### src/rtl/exec_issue_ctrl.sv
// exec_issue_ctrl: decode-to-execute issue control with load scoreboard and branch serialisation
module exec_issue_ctrl #(
  parameter int MAX_LOADS = 4,
  parameter int STALL_W = 16
) (
  input  logic               i_clk,
  input  logic               i_rst_n,
  input  logic               i_dec_valid,
  output logic               o_dec_ready,
  input  logic [4:0]         i_rd,
  input  logic [4:0]         i_rs1,
  input  logic [4:0]         i_rs2,
  input  logic               i_use_rs1,
  input  logic               i_use_rs2,
  input  logic               i_wr_rd,
  input  logic               i_is_load,
  input  logic               i_is_ctrl,
  input  logic [63:0]        i_Single_Instruction,
  output logic               o_ex_valid,
  output logic [4:0]         o_ex_rd,
  output logic [4:0]         o_ex_rs1,
  output logic [4:0]         o_ex_rs2,
  output logic [63:0]        o_ex_inst,
  input  logic               i_ld_done,
  input  logic [4:0]         i_ld_done_rd,
  input  logic               i_br_resolved,
  input  logic               i_br_taken,
  output logic               o_flush,
  output logic [31:0]        o_pending,
  output logic [STALL_W-1:0] o_stall_cycles,
  output logic               o_err
);
  localparam logic [1:0] RUN = 2'd0, BR_WAIT = 2'd1, FLUSH = 2'd2;
  logic [1:0] state_q, state_d;
  logic [3:0] ld_cnt_q, ld_cnt_d;
  logic [31:0] pend_d;
  logic [STALL_W-1:0] stall_d;
  logic err_d, hazard, issue, ld_inc;
  assign hazard = (i_use_rs1 & |i_rs1 & o_pending[i_rs1])
                | (i_use_rs2 & |i_rs2 & o_pending[i_rs2])
                | (i_wr_rd & |i_rd & o_pending[i_rd]);
  assign o_dec_ready = (state_q == RUN) & !hazard & !(i_is_load & ld_cnt_q == 4'(MAX_LOADS));
  assign issue = i_dec_valid & o_dec_ready;
  assign ld_inc = issue & i_is_load;
  assign o_flush = state_q == FLUSH;
  always_comb begin
    pend_d = o_pending;
    if (ld_inc && i_rd != 5'd0) pend_d[i_rd] = 1'b1;
    if (i_ld_done) pend_d[i_ld_done_rd] = 1'b0;
    pend_d[0] = 1'b0;
    ld_cnt_d = ld_cnt_q;
    if (ld_inc && !i_ld_done) ld_cnt_d = ld_cnt_q + 4'd1;
    else if (!ld_inc && i_ld_done && ld_cnt_q != 4'd0) ld_cnt_d = ld_cnt_q - 4'd1;
    err_d = o_err | (i_ld_done & ld_cnt_q == 4'd0) | (i_br_resolved & state_q != BR_WAIT);
    stall_d = (i_dec_valid & !o_dec_ready & ~&o_stall_cycles) ? o_stall_cycles + 1'b1 : o_stall_cycles;
    state_d = state_q;
    if (state_q == RUN && issue && i_is_ctrl) state_d = BR_WAIT;
    else if (state_q == BR_WAIT && i_br_resolved) state_d = i_br_taken ? FLUSH : RUN;
    else if (state_q == FLUSH) state_d = RUN;
  end
  always_ff @(posedge i_clk or negedge i_rst_n) begin
    if (!i_rst_n) begin
      state_q <= RUN;
      ld_cnt_q <= '0;
      o_pending <= '0;
      o_stall_cycles <= '0;
      o_err <= 1'b0;
      o_ex_valid <= 1'b0;
      o_ex_rd <= '0;
      o_ex_rs1 <= '0;
      o_ex_rs2 <= '0;
      o_ex_inst <= '0;
    end else begin
      state_q <= state_d;
      ld_cnt_q <= ld_cnt_d;
      o_pending <= pend_d;
      o_stall_cycles <= stall_d;
      o_err <= err_d;
      o_ex_valid <= issue;
      if (issue) begin
        o_ex_rd <= i_rd;
        o_ex_rs1 <= i_rs1;
        o_ex_rs2 <= i_rs2;
        o_ex_inst <= i_Single_Instruction;
      end
    end
  end
endmodule

### config.mk
export PLATFORM = sky130hd
export DESIGN_NAME = exec_issue_ctrl
export DESIGN_NICKNAME = d
export VERILOG_FILES = /design/src/rtl/exec_issue_ctrl.sv
export SDC_FILE = /design/constraint.sdc
export NUM_CORES = 1
export LEC_CHECK = 0
export CAP_MARGIN = 20
export CORE_MARGIN = 5
export CORE_UTILIZATION = 49
export DETAILED_ROUTE_END_ITERATION = 16
export PLACE_DENSITY = 0.86
export RECOVER_POWER = 50
export SLEW_MARGIN = 20
export SYNTH_ARGS = -nofsm -noshare
export SYNTH_HDL_FRONTEND = slang
export SYNTH_SLANG_ARGS = --single-unit
export TNS_END_PERCENT = 50
### constraint.sdc
create_clock -name i_clk -period 7.8 [get_ports i_clk]
set_input_delay 1.17 -clock i_clk [delete_from_list [all_inputs] [get_ports i_clk]]
set_output_delay 1.17 -clock i_clk [all_outputs]
set_load 0.1 [all_outputs]
==> metrics, run 1 <==
status finished with violations; failing checks capacitance limit, slew limit; initial antenna violation count 0; core area approximately 13,000 um^2; RSZ-0062 raised after global routing false; ranking of synthesized cells by area dfrtp_1, nand2_1, mux4_2; DRC 0; final worst path period share about three quarters; Hold EP o_ex_inst[5]$_DFFE_PN0N_; pin count of the biggest net entering global routing 85; GPL Wtd Cong about 0.94; sequential element share of the synthesized area between 50% and 60%; Vias 6,092; hold path depth 2; final setup skew 0.01173 ns; Post-synth EDFFs 0; first-pass GRT wire length 32,150 um; post-synthesis net count 786; Nets 992; Tot Pwr 4.584 mW; Power Dens Cells 485.6 nW/um^2; final setup margin about 1.9 ns; DP Worst Slack 1.595 ns; hold path startpoint o_ex_inst[5]$_DFFE_PN0N_; gr ovfl total 0; Hold Fails Final Rpt 0; YS warnings 0; Tmin final 5.907 ns; Final ANT Viol Nets 0; Synth Instances 687; Post-CTS Setup Bufs 0; Critical Path Start Type input port; CTS Buf Count 17; wirelength, routed 19,970 um; R2R depth 13; Final Setup Violations 0; clk slew on worst S/H paths 0.05 ns; synthesized area 6541 um^2; Synth cell types 59; post-cts resize count 0; most frequent cell after synthesis nand2_1; HPWL after detailed placement 14,320 um; Min Hold Slack 0.4669 ns; Slew @ Worst Pin around 3.3 ns; CP max-delay cell clkdlybuf4s50_1; Vias/cell 5.630; Post-Layout Inst Area 9439 um^2; cell taking the most area after synthesis dfrtp_1; setup_tns 0 ns; Avg WL per Cell 18.45 um; Most common cell on crit path clkdlybuf4s50_1; DRT iter0 DRCs roughly 600; worst path cell trace clkdlybuf4s50_1 > buf_8 > mux2_2 > a32o_1 > a32oi_1 > and4b_1 > o21ai_0 > nor2_1 > clkdlybuf4s50_1; Hold Path Class register to register; die area 15,760 um^2; CTS Buffer Depth 2; fin. max-slew vios 137; CTS root buf clkbuf_16; Worst path max stage delay 1.18 ns; row cnt 42; number of global-route vias before repair 6,066; max_slew headroom -119.0%; CTS tree done; Worst Setup Path Type input port to primary output; Layout Area Growth over Synthesis 44.30%; Antenna Cells 0; layout cells sized above 1 6.954%; Total GRT Usage 25.27%; DP Area 8840 um^2; FF-to-FF setup slack 4.11 ns; Fill cells 967; synth cell count leaders nand2_1, dfrtp_1, a21oi_1; Critical R2R Capture ld_cnt_q[3]$_DFFE_PN0P_; Placed Cells 1,049; Post-Syn Area per Cell 9.522 um^2; Util after Layout about 72%; Skew-Pair Late Insertion Delay about 0.41 ns; Max Fclk 169.3 MHz; post-synth top area share 51.26%; ys flop type dfrtp_1; Async SR Flop Fraction 100.0%; Ports roughly 230; hold buffers post-CTS 0; die width 125.5 um; FF-to-FF Start o_pending[17]$_DFF_PN0_; initial core utilization between 40 and 50%; Finished Layout Cells 1,082; Max Cap Viol 2; Worst EP required 6.63 ns; crit path capture type primary output; die span in y 125.5 um; first drt pass iteration count 5; # port buffers 224; synthesized flop and latch total 134; CP max FO 18; VDD IR max 0.2235 mV; Sink Count roughly 130; Arrival @ worst endpoint approximately 4.7 ns; H-tree depth 4; Leak 4.365 nW
## registers in the layout, summed over array words and instances (netlist names)
register and count:
o_ex_rs2 5, state_q 2, o_ex_rd 5, o_ex_rs1 5
ld_cnt_q 4, o_ex_inst 64, o_ex_valid 1, o_err 1
o_stall_cycles 16, o_pending 31
## cell families after synthesis
family                     share of synthesized area [%]
AOI/OAI and AO/OA                                  9.851
xor gates and xnor gates                           2.276
adders and majority gates                         0.8800
buffers and inverters                              3.864
DFF                                                51.26
muxes                                              9.679
other                                            0.05733
and+or+nand+nor                                    22.13
## final cells by class
| cell class | instances | area, um^2 | share of cell area (%) |
|---|---|---|---|
| sequential | 134 | 3353 | 35.52 |
| multi-input combinational | 500 | 2948 | 31.23 |
| timing repair buffer | 230 | 2286 | 24.22 |
| clock buffer | 20 | 466.7 | 4.944 |
| tap | 176 | 220.2 | 2.333 |
| clock inverter | 12 | 127.6 | 1.352 |
| inverter | 10 | 37.54 | 0.3977 |
## layer usage
| layer | global-route usage, % | wire length [um] |
|---|---|---|
| met3 | 6.013 | 1773 |
| met1 | 33.05 | 8000 |
| met2 | 40.72 | 9611 |
| met5 | 0 | 0 |
| met4 | 10.27 | 580 |
## report_power, final
group | internal, mW | switching, mW
Sequential | 0.930 | 0.193
Clock | 0.494 | 0.292
Combinational | 0.555 | 2.12
## cells in the final DEF (no fill, tap or decap), types with 3 or more instances in the layout
master,Yosys,layout
nand2b_1,9,9
a31oi_1,21,21
inv_1,9,9
clkbuf_8,0,3
mux2_2,3,3
nand3_1,11,10
dlygate4sd3_1,0,65
a41oi_1,11,11
o221ai_1,3,3
clkdlybuf4s50_1,0,158
a32oi_1,3,3
buf_4,5,4
clkbuf_16,0,17
nand2_1,246,246
nor3_1,11,11
o21ai_0,6,6
and3_1,5,5
nor4_1,7,7
dfrtp_1,134,134
ha_1,3,3
a21oi_1,34,34
clkinvlp_4,0,7
clkinv_2,0,3
nor2_1,22,22
nor2b_1,6,6
xor2_1,15,15
mux4_2,15,15
mux2i_1,25,25
nor3b_1,5,5
## worst max-delay path: cells and delay by family
kind,cells,cell delay (ns)
compound gates,3,0.62
mux,1,0.35
simple gates,2,0.44
buf+inv,3,2.13
## worst max path at each step
stage	startpoint	endpoint	slack, ns
3_3_place_gp	i_rd[1]	o_dec_ready	1.63
2_1_floorplan	i_rs2[1]	o_dec_ready	2.66
5_1_grt	i_rd[0]	o_dec_ready	1.69
3_5_place_dp	i_rd[1]	o_dec_ready	1.59
6_report	i_rd[1]	o_dec_ready	1.89
4_1_cts	i_rd[1]	o_dec_ready	1.55
(Power assumes the default switching activity.)
==> run 2: changes to the inputs <==
--- a/config.mk
+++ b/config.mk
@@ -7,9 +7,9 @@
 export LEC_CHECK = 0
 export CAP_MARGIN = 20
 export CORE_MARGIN = 5
-export CORE_UTILIZATION = 49
+export CORE_UTILIZATION = 46
 export DETAILED_ROUTE_END_ITERATION = 16
-export PLACE_DENSITY = 0.86
+export PLACE_DENSITY = 0.81
 export RECOVER_POWER = 50
 export SLEW_MARGIN = 20
 export SYNTH_ARGS = -nofsm -noshare
==> constraint.sdc (replaced) <==
create_clock -name i_clk -period 5.5 [get_ports i_clk]
set_input_delay 0.825 -clock i_clk [delete_from_list [all_inputs] [get_ports i_clk]]
set_output_delay 0.825 -clock i_clk [all_outputs]
set_load 0.1 [all_outputs]
==> metrics, run 2 (synthesized netlist as in run 1, its figures left out) <==
CTS tree done; Clk network pwr share 17.4%; final setup margin 1.029 ns; initial antenna violation count 0; max_slew headroom -52.88%; CP startpoint i_rs2[1]; Finished Layout Cells 1,086; Worst EP required 5.81 ns; Fill cells 1,089; die area 16,710 um^2; DRT iter0 DRCs 418; worst path cell trace clkdlybuf4s50_1 > mux4_2 > mux4_2 > nand2b_1 > o311ai_1 > and2_1 > nand3_4 > nor3_1 > inv_1 > ha_1 > a21o_1 > a21oi_1 > mux2i_1 > a221oi_1; post-cts resize count 0; Worst setup endpoint ld_cnt_q[3]$_DFFE_PN0P_; core area 13,930 um^2; VDD IR max 0.3092 mV; Max Cap Viol 2; hold buffers post-CTS 0; pin count of the biggest net entering global routing 95; Tot Pwr 6.514 mW; max reg flops 64; gr ovfl total 0; first-pass GRT wire length 31,180 um; Final Setup Violations 0; setup_tns 0 ns; FF/Latch Area 3353 um^2; Layout Area Growth over Synthesis 44.66%; FF-to-FF setup slack 1.77 ns; # port buffers 224; failing checks capacitance limit, slew limit; Bufs and invs on worst path 2; FF-to-FF Start o_pending[31]$_DFF_PN0_; clk slew on worst S/H paths 0.05 ns; die width 129.3 um; Switch Pwr 3.666 mW; crit path capture type register; fin. max-slew vios 137; DP Worst Slack between 0.6 and 0.7 ns; Slew @ Worst Pin roughly 2.3 ns; initial core utilization 46.94%; Power Dens Cells between 600 and 700 nW/um^2; register share of total power around 24%; Internal Power 2.848 mW; RSZ-0062 raised after global routing false; Final ANT Viol Nets 0; wirelength, routed just under 20,000 um; final worst path period share 81.29%; HPWL after detailed placement 14,150 um; Critical R2R Capture ld_cnt_q[3]$_DFFE_PN0P_; H-tree depth 4; layout cells sized above 1 6.733%; Post-Layout Inst Area 9463 um^2; commonest non-fill, non-tap cell in the layout nand2_1; Most common cell on crit path mux4_2; Util after Layout about two thirds; DRC 0; Tmin final roughly 4.5 ns; Worst Setup Path Type input port to register; CTS Buf Count 17; Max Fclk approximately 220 MHz; Comb power frac 58.3%; CP max FO 9; Critical Path Start Type input port; Placed Cells approximately 1,100; Crit path depth 14; DP Area between 8000 and 9000 um^2; sw frac 56.28%; Sink Count 134; R2R depth 13; Avg WL per Cell 18.10 um; CTS Buffer Depth 2; Skew-Pair Late Insertion Delay 0.42 ns; final setup skew 0.01000 ns; most flop-heavy register o_ex_inst; Leak between 4 and 5 nW; status finished with violations; row cnt 43; most frequent cells in the layout nand2_1, clkdlybuf4s50_1, dfrtp_1; Antenna Cells 0; Post-CTS Setup Bufs 0; largest registers o_ex_inst x64, o_pending x31, o_stall_cycles x16; first drt pass iteration count 5; Top delay family on crit path multiplexers; Ports ~230; Vias/cell 5.466; CTS root buf clkbuf_16; Hold Path Class register to register; number of global-route vias before repair 5,798; CP max-delay cell clkdlybuf4s50_1; Total GRT Usage 23.78%; multi-input logic area ~2900 um^2; Nets 993; Vias 5,936; GPL Wtd Cong 0.9118; Min Hold Slack 0.4664 ns; Hold Fails Final Rpt 0; Arrival @ worst endpoint around 4.8 ns; die span in y around 130 um; Worst path max stage delay around 0.7 ns
==> run 2: worst min path at each step <==
| stage | start | end | slack, ns | cells past startpoint |
|---|---|---|---|---|
| after detailed placement | o_ex_inst[20]$_DFFE_PN0N_ | o_ex_inst[20]$_DFFE_PN0N_ | 0.46 | 2 |
| after CTS | o_ex_inst[61]$_DFFE_PN0N_ | o_ex_inst[61]$_DFFE_PN0N_ | 0.48 | 2 |
| after global placement | o_ex_inst[35]$_DFFE_PN0N_ | o_ex_inst[35]$_DFFE_PN0N_ | 0.46 | 2 |
| final | o_ex_inst[61]$_DFFE_PN0N_ | o_ex_inst[61]$_DFFE_PN0N_ | 0.47 | 2 |
| after global routing | o_ex_inst[61]$_DFFE_PN0N_ | o_ex_inst[61]$_DFFE_PN0N_ | 0.48 | 2 |
| after floorplan | state_q[0]$_DFFE_PN0P_ | state_q[1]$_DFFE_PN0P_ | 0.52 | 1 |
==> run 2: per-layer routing <==
layer  track usage (%)  vias to the layer above  share of wire [%]
met4             8.030                        0                2.0
li1                  -                     2790                  -
met5                 0                        -                  0
met1             30.79                     2813                 40
met3             6.595                       36                9.3
met2             38.78                      297                 48
==> run 2: tightest hold or removal path, cell delays in order, from the launching register on <==
cell	delay [ns]
dfrtp_1	0.33
nand2_1	0.05
nand2_1	0.06
==> run 2: area by class of cell <==
class                           instances  area share, %
Clock buffer                           22          4.905
Sequential cell                       134          35.44
Tap cell                              180          2.380
Inverter                               10         0.3967
Clock inverter                          9          1.335
Multi-Input combinational cell        500          31.15
Timing Repair Buffer                  231          24.40
==> run 2: power by group through the flow <==
stage	Combinational, mW	Sequential, mW	Clock, mW
final	3.80	1.58	1.13
after global routing	3.96	1.63	1.20
after CTS	3.90	1.59	1.15
after detailed placement	3.89	1.60	0
after global placement	3.86	1.59	0
after floorplan	0.625	3.88	0
==> RTL change 1 (config.mk and constraints of run 2) <==
Set the parameter `STALL_W` to 20 (it was 16).
--- a/src/rtl/exec_issue_ctrl.sv
+++ b/src/rtl/exec_issue_ctrl.sv
@@ -1,7 +1,7 @@
 // exec_issue_ctrl: decode-to-execute issue control with load scoreboard and branch serialisation
 module exec_issue_ctrl #(
   parameter int MAX_LOADS = 4,
-  parameter int STALL_W = 16
+  parameter int STALL_W = 20
 ) (
   input  logic               i_clk,
   input  logic               i_rst_n,
Interface: changed (resized o_stall_cycles); port bits go from 226 to 230. No check against the original RTL was run, so the function may have changed too.
==> RTL change 1 against run 2 <==
  * The run still ends with capacitance limit, slew limit left
  * Critical path depth unchanged
  * Largest power group unchanged
  * Wire length up 4.2%
  * Total power down 1.5%
  * Clock power up 12%
  * Setup slack worse by 230 ps
  * Critical path type unchanged
  * Combinational power down 6.3%
  * Cell area up 1.7%
  * Sequential share of layout area up 0.44 points
  * Area after synthesis down 0.38%
  * Sequential cell count up 4
==> RTL change 1: results (changes against run 2) <==
[power_and_ir_drop]
p_leak_uw=0.00418  ; was 0.00439 µW
ir_drop_v=0.000325  ; was 0.000309 V

[logic_synthesis]
yosys.cell_types.count=52  ; was 59
netlist_top_cells_count=dfrtp_1 (138), mux2_2 (71), a21oi_1 (67)  ; was nand2_1 (246), dfrtp_1 (134), a21oi_1 (34)
synth-adder-area-share=0.00883  ; was 0.00880
synth.area.top_cells=dfrtp_1 (53%), mux2_2 (12%), mux4_2 (5.9%)  ; was dfrtp_1 (51%), nand2_1 (14%), mux4_2 (5.2%)
synth-compound-area-share=0.0874  ; was 0.0985
ys_seq_area_frac=0.530  ; was 0.513
syn_nets=641  ; was 786
synthCells=542  ; was 687
synthArstFlopShare=1.00  ; unchanged
synth.area.mux_share=0.203  ; was 0.0968

[worst_setup_path]
slowest_stage=clkdlybuf4s50_1  ; unchanged
worstSetupStartpoint=i_rs2[2]  ; was i_rs2[1]
critPathMaxStageDelay_ps=810  ; was 720 ps
r2r-start=o_pending[11]  ; was o_pending[31]
crit_family=compound AO/OA/AOI/OAI gates  ; was multiplexers
path_max_fanout=10  ; was 9
arrival_ps=5040  ; was 4780 ps
regToRegSetupSlack_ps=1540  ; was 1770 ps

[layout]
fin_nets=866  ; was 993
fill_cells=983  ; was 1089
drive_above_1_share=0.171  ; was 0.0673
antennaDiodeCount=0  ; unchanged
layout_top_registers=o_ex_inst: 64 flops, o_pending: 31 flops, o_stall_cycles: 20 flops  ; was o_ex_inst: 64 flops, o_pending: 31 flops, o_stall_cycles: 16 flops

[hold_path]
hold_path_end=o_ex_rs2[3]  ; was o_ex_inst[61]
holdCritStartpoint=o_ex_rs2[3]  ; was o_ex_inst[61]

[drt]
wl_met2_um=10200  ; was 9510 µm
drt_iter0_drc=350  ; was 418
drt-met1-wl_um=7590  ; was 7930 µm
route.met3.wl_um=2000  ; was 1820 µm
wirelength_um=20500  ; was 19700 µm
vias=5533  ; was 5936
firstDrtPassIters=6  ; was 5

[timing]
worst_slew_pin_slew_ps=3920  ; was 2290 ps
clock_skew_ps=17.8  ; was 10.0 ps
whs_ps=469  ; was 466 ps
drv_slew=87  ; was 137

[place]
place.gp.congestion=0.946  ; was 0.912
place.detailed.hpwl_um=14900  ; was 14100 µm
place_inst=928  ; was 1055
io_buffers=228  ; was 224

[run_status]
outcome=finished with violations  ; unchanged
violations=capacitance limit, slew limit  ; unchanged

[grt]
grt_usage=0.253  ; was 0.238
grt_first_pass_wirelength_um=32700  ; was 31200 µm
grt_pass1_vias=6136  ; was 5798

[flow_run]
maxCapViolCount=1  ; was 2

## RTL change 1: changes by cell type in the layout (fill, tap and decap cells not counted), sizes merged, moves of 6 or more
| cell | before | now |
|---|---|---|
| nand2 | 247 | 53 |
| mux2 | 4 | 71 |
| a21oi | 34 | 67 |
| a31oi | 21 | 2 |
| a41oi | 11 | 0 |
| mux2i | 25 | 14 |
| nor2 | 22 | 15 |
| nand2b | 9 | 3 |
## RTL change 1: area by class of cell
class                   instances  area (µm²)  area share
clock buffers                  22         474      0.0493
well taps                     180         225      0.0234
clock inverters                10         188      0.0195
flip-flops and latches        138        3450       0.359
multi-input cells             368        2920       0.304
repair buffers                233        2330       0.242
inverters                       9        33.8     0.00351
## RTL change 1: how the worst max path moves through the flow
stage	end	slack (ps)
final	ld_cnt_q[3]	800
after global routing	o_ex_rs2[0]	350
after CTS	ld_cnt_q[3]	840
after detailed placement	ld_cnt_q[3]	410
after global placement	ld_cnt_q[3]	590
after floorplan	ld_cnt_q[3]	1400
## RTL change 1: cells by family after synthesis
family,count (synthesis)
xor gates and xnor gates,22
and+or+nand+nor,141
buffers and inverters,36
DFF,138
adders and majority gates,4
AOI/OAI and AO/OA,98
muxes,102
other,1
## RTL change 1: stage by stage
| step | total power [µW] | worst slack (ps) | area (µm²) |
|---|---|---|---|
| finish | 6410 | 804 | 9630 |
| global route | 6630 | 352 | 9630 |
| detailed placement | 5240 | 405 | 8970 |
| floorplan | 4290 | 1400 | 6520 |
| CTS | 6520 | 837 | 9630 |
| global placement | 5180 | 593 | 8960 |
## RTL change 1: routing by layer
layer,track usage,vias to the layer above
met5,0,-
met4,0.114,0
met3,0.0738,52
met2,0.424,354
met1,0.303,2705
li1,-,2422
## RTL change 1: where the power goes
group,switching (µW),internal (µW)
clock network,426,842
registers,257,1330
logic,2740,821
total,3420,2990
==> RTL change 2 (config.mk and constraints of run 2) <==
Without the edit above. `o_pending` no longer has a reset.
--- a/src/rtl/exec_issue_ctrl.sv
+++ b/src/rtl/exec_issue_ctrl.sv
@@ -62,7 +62,6 @@
     if (!i_rst_n) begin
       state_q <= RUN;
       ld_cnt_q <= '0;
-      o_pending <= '0;
       o_stall_cycles <= '0;
       o_err <= 1'b0;
       o_ex_valid <= 1'b0;
@@ -73,7 +72,6 @@
     end else begin
       state_q <= state_d;
       ld_cnt_q <= ld_cnt_d;
-      o_pending <= pend_d;
       o_stall_cycles <= stall_d;
       o_err <= err_d;
       o_ex_valid <= issue;
@@ -85,5 +83,9 @@
       end
     end
   end
+
+  always_ff @(posedge i_clk) begin
+    o_pending <= pend_d;
+  end
 endmodule
 
Formal check against the unedited RTL: not equivalent (a bounded check fails within 4 cycles, from zero or initial values and one cycle with i_rst_n low).
==> RTL change 2 against run 2 <==
  * The run still ends with capacitance limit, slew limit left
  * Clock skew decreased by 2.1 ps
  * Area after synthesis down 0.63%
  * Setup slack gained 14 ps
  * Total power is 4.8% lower
  * Cell area is 1.2% lower
  * Wire length is essentially flat
  * Sequential cell count unchanged
  * Worst hold slack improved by 13 ps
==> RTL change 2: results (changes against run 2) <==
[run_status]
outcome=finished with violations  ; unchanged
violations=capacitance limit, slew limit  ; unchanged

[power_and_ir_drop]
p_sw_uw=3400  ; was 3670 µW
p_leak_uw=0.00376  ; was 0.00439 µW
ir_drop_v=0.000601  ; was 0.000309 V
power_frac_comb=0.563  ; was 0.583
powerComb_uw=3490  ; was 3800 µW
clkPwrFrac=0.187  ; was 0.174

[drt]
wl_met2_um=9700  ; was 9510 µm
top_layer_used=met5  ; was met4
drt-met1-wl_um=7620  ; was 7930 µm
drt_iter0_drc=470  ; was 418
route.met3.wl_um=1660  ; was 1820 µm
vias=5362  ; was 5936
wirelength_um=19700  ; about the same

[cts]
clkTransAtPathRegs_ps=50  ; about the same
post-cts-setup-buffer-count=0  ; unchanged
post_cts_resized=0  ; unchanged
cts.path.max_buffers=2  ; unchanged
cts_max_level=4  ; unchanged

[worst_setup_path]
arrival_ps=3630  ; was 4780 ps
path_max_fanout=18  ; was 9

[grt]
grt_usage=0.238  ; about the same
grt_start_max_net_pins=85  ; was 95
grt_pass1_vias=5572  ; was 5798
grtUsageMet2=0.394  ; was 0.388
use_met3=0.0548  ; was 0.0660
grt_first_pass_wirelength_um=30500  ; was 31200 µm
antenna_found_initial=1  ; was 0
grt_util_met1=0.292  ; was 0.308

[logic_synthesis]
ys_seq_area_frac=0.492  ; was 0.513
netlist_top_cells_count=dfrtp_1 (103), mux2_1 (78), a21oi_1 (36)  ; was nand2_1 (246), dfrtp_1 (134), a21oi_1 (34)
synth_most_common_cell=dfrtp_1  ; was nand2_1
synthArstFlopShare=0.769  ; was 1.00
syn_nets=631  ; was 786
yosys.cell_types.count=65  ; was 59
avgSynthCellArea_um2=12.2  ; was 9.52 µm²
synth.area.top_cells=dfrtp_1 (40%), mux2_1 (14%), dfxtp_1 (9.5%)  ; was dfrtp_1 (51%), nand2_1 (14%), mux4_2 (5.2%)

[layout]
fin_nets=843  ; was 993
stdcell_count=937  ; was 1086
drive_above_1_share=0.0925  ; was 0.0673
syn2layout_area_growth_pct=43.9  ; was 44.7%
fill_cells=1000  ; was 1089

[place]
io_buffers=224  ; unchanged
placed_area_um2=8740  ; was 8880 µm²
place_inst=905  ; was 1055
pre_cts_ws_ps=823  ; was 628 ps
place.gp.congestion=0.948  ; was 0.912
place.detailed.hpwl_um=14500  ; was 14100 µm

[timing]
drv_slew=85  ; was 137
clock_skew_ps=7.88  ; was 10.0 ps
slew-limit-headroom=-0.365  ; was -0.529

[flow_run]
maxCapViolCount=1  ; was 2

[RTL change 2: changes by cell type after synthesis, moves of 5 or more]
cell     before  now
xnor2_1       2   15
buf_8         0    9
dfrtp_1     134  103
nand2_1     246   17
dfxtp_1       0   31
buf_2        22    8
a41oi_1      11    3
xor2_1       15    3
nor4_1        7    1
a31oi_1      21   26
mux2_1        1   78
[RTL change 2: cell families (layout without fill, tap and decap cells)]
logic type | count (synthesis) | count (layout) | share of synthesized area
DFF | 134 | 134 | 0.492
and+or+nand+nor | 109 | 109 | 0.0976
buffers and inverters | 45 | 270 | 0.0466
muxes | 126 | 126 | 0.235
xor gates and xnor gates | 18 | 18 | 0.0243
other | 1 | 1 | 0.000577
AOI/OAI and AO/OA | 95 | 95 | 0.0947
adders and majority gates | 4 | 4 | 0.00886
[RTL change 2: critical path, cell delays in order]
cell             delay [ps]
clkdlybuf4s50_1        1140
nor4b_1                 510
o2bb2ai_1               170
mux2i_1                  90
a41oi_1                 560
nor3_4                   60
buf_4                   260
[RTL change 2: path summary, 6_finish.rpt]
kind	startpoint	to	slack (ps)	cells after the start
max	i_rd[1]	o_dec_ready	1040	7
min	o_ex_inst[49]	o_ex_inst[49]	480	1
max reg2reg	o_pending[6]	o_ex_inst[15]	2190	8
min reg2reg	o_ex_inst[49]	o_ex_inst[49]	480	1
max in group asynchronous	i_rst_n	o_ex_inst[54]	2370	2
min in group asynchronous	i_rst_n	o_ex_inst[2]	570	1
[RTL change 2: final cells by class]
cell class                      count  area share
Inverter                            7     0.00281
Clock inverter                     14      0.0189
Clock buffer                       18      0.0470
Tap cell                          180      0.0241
Sequential cell                   134       0.342
Multi-Input combinational cell    353       0.321
Timing Repair Buffer              231       0.244
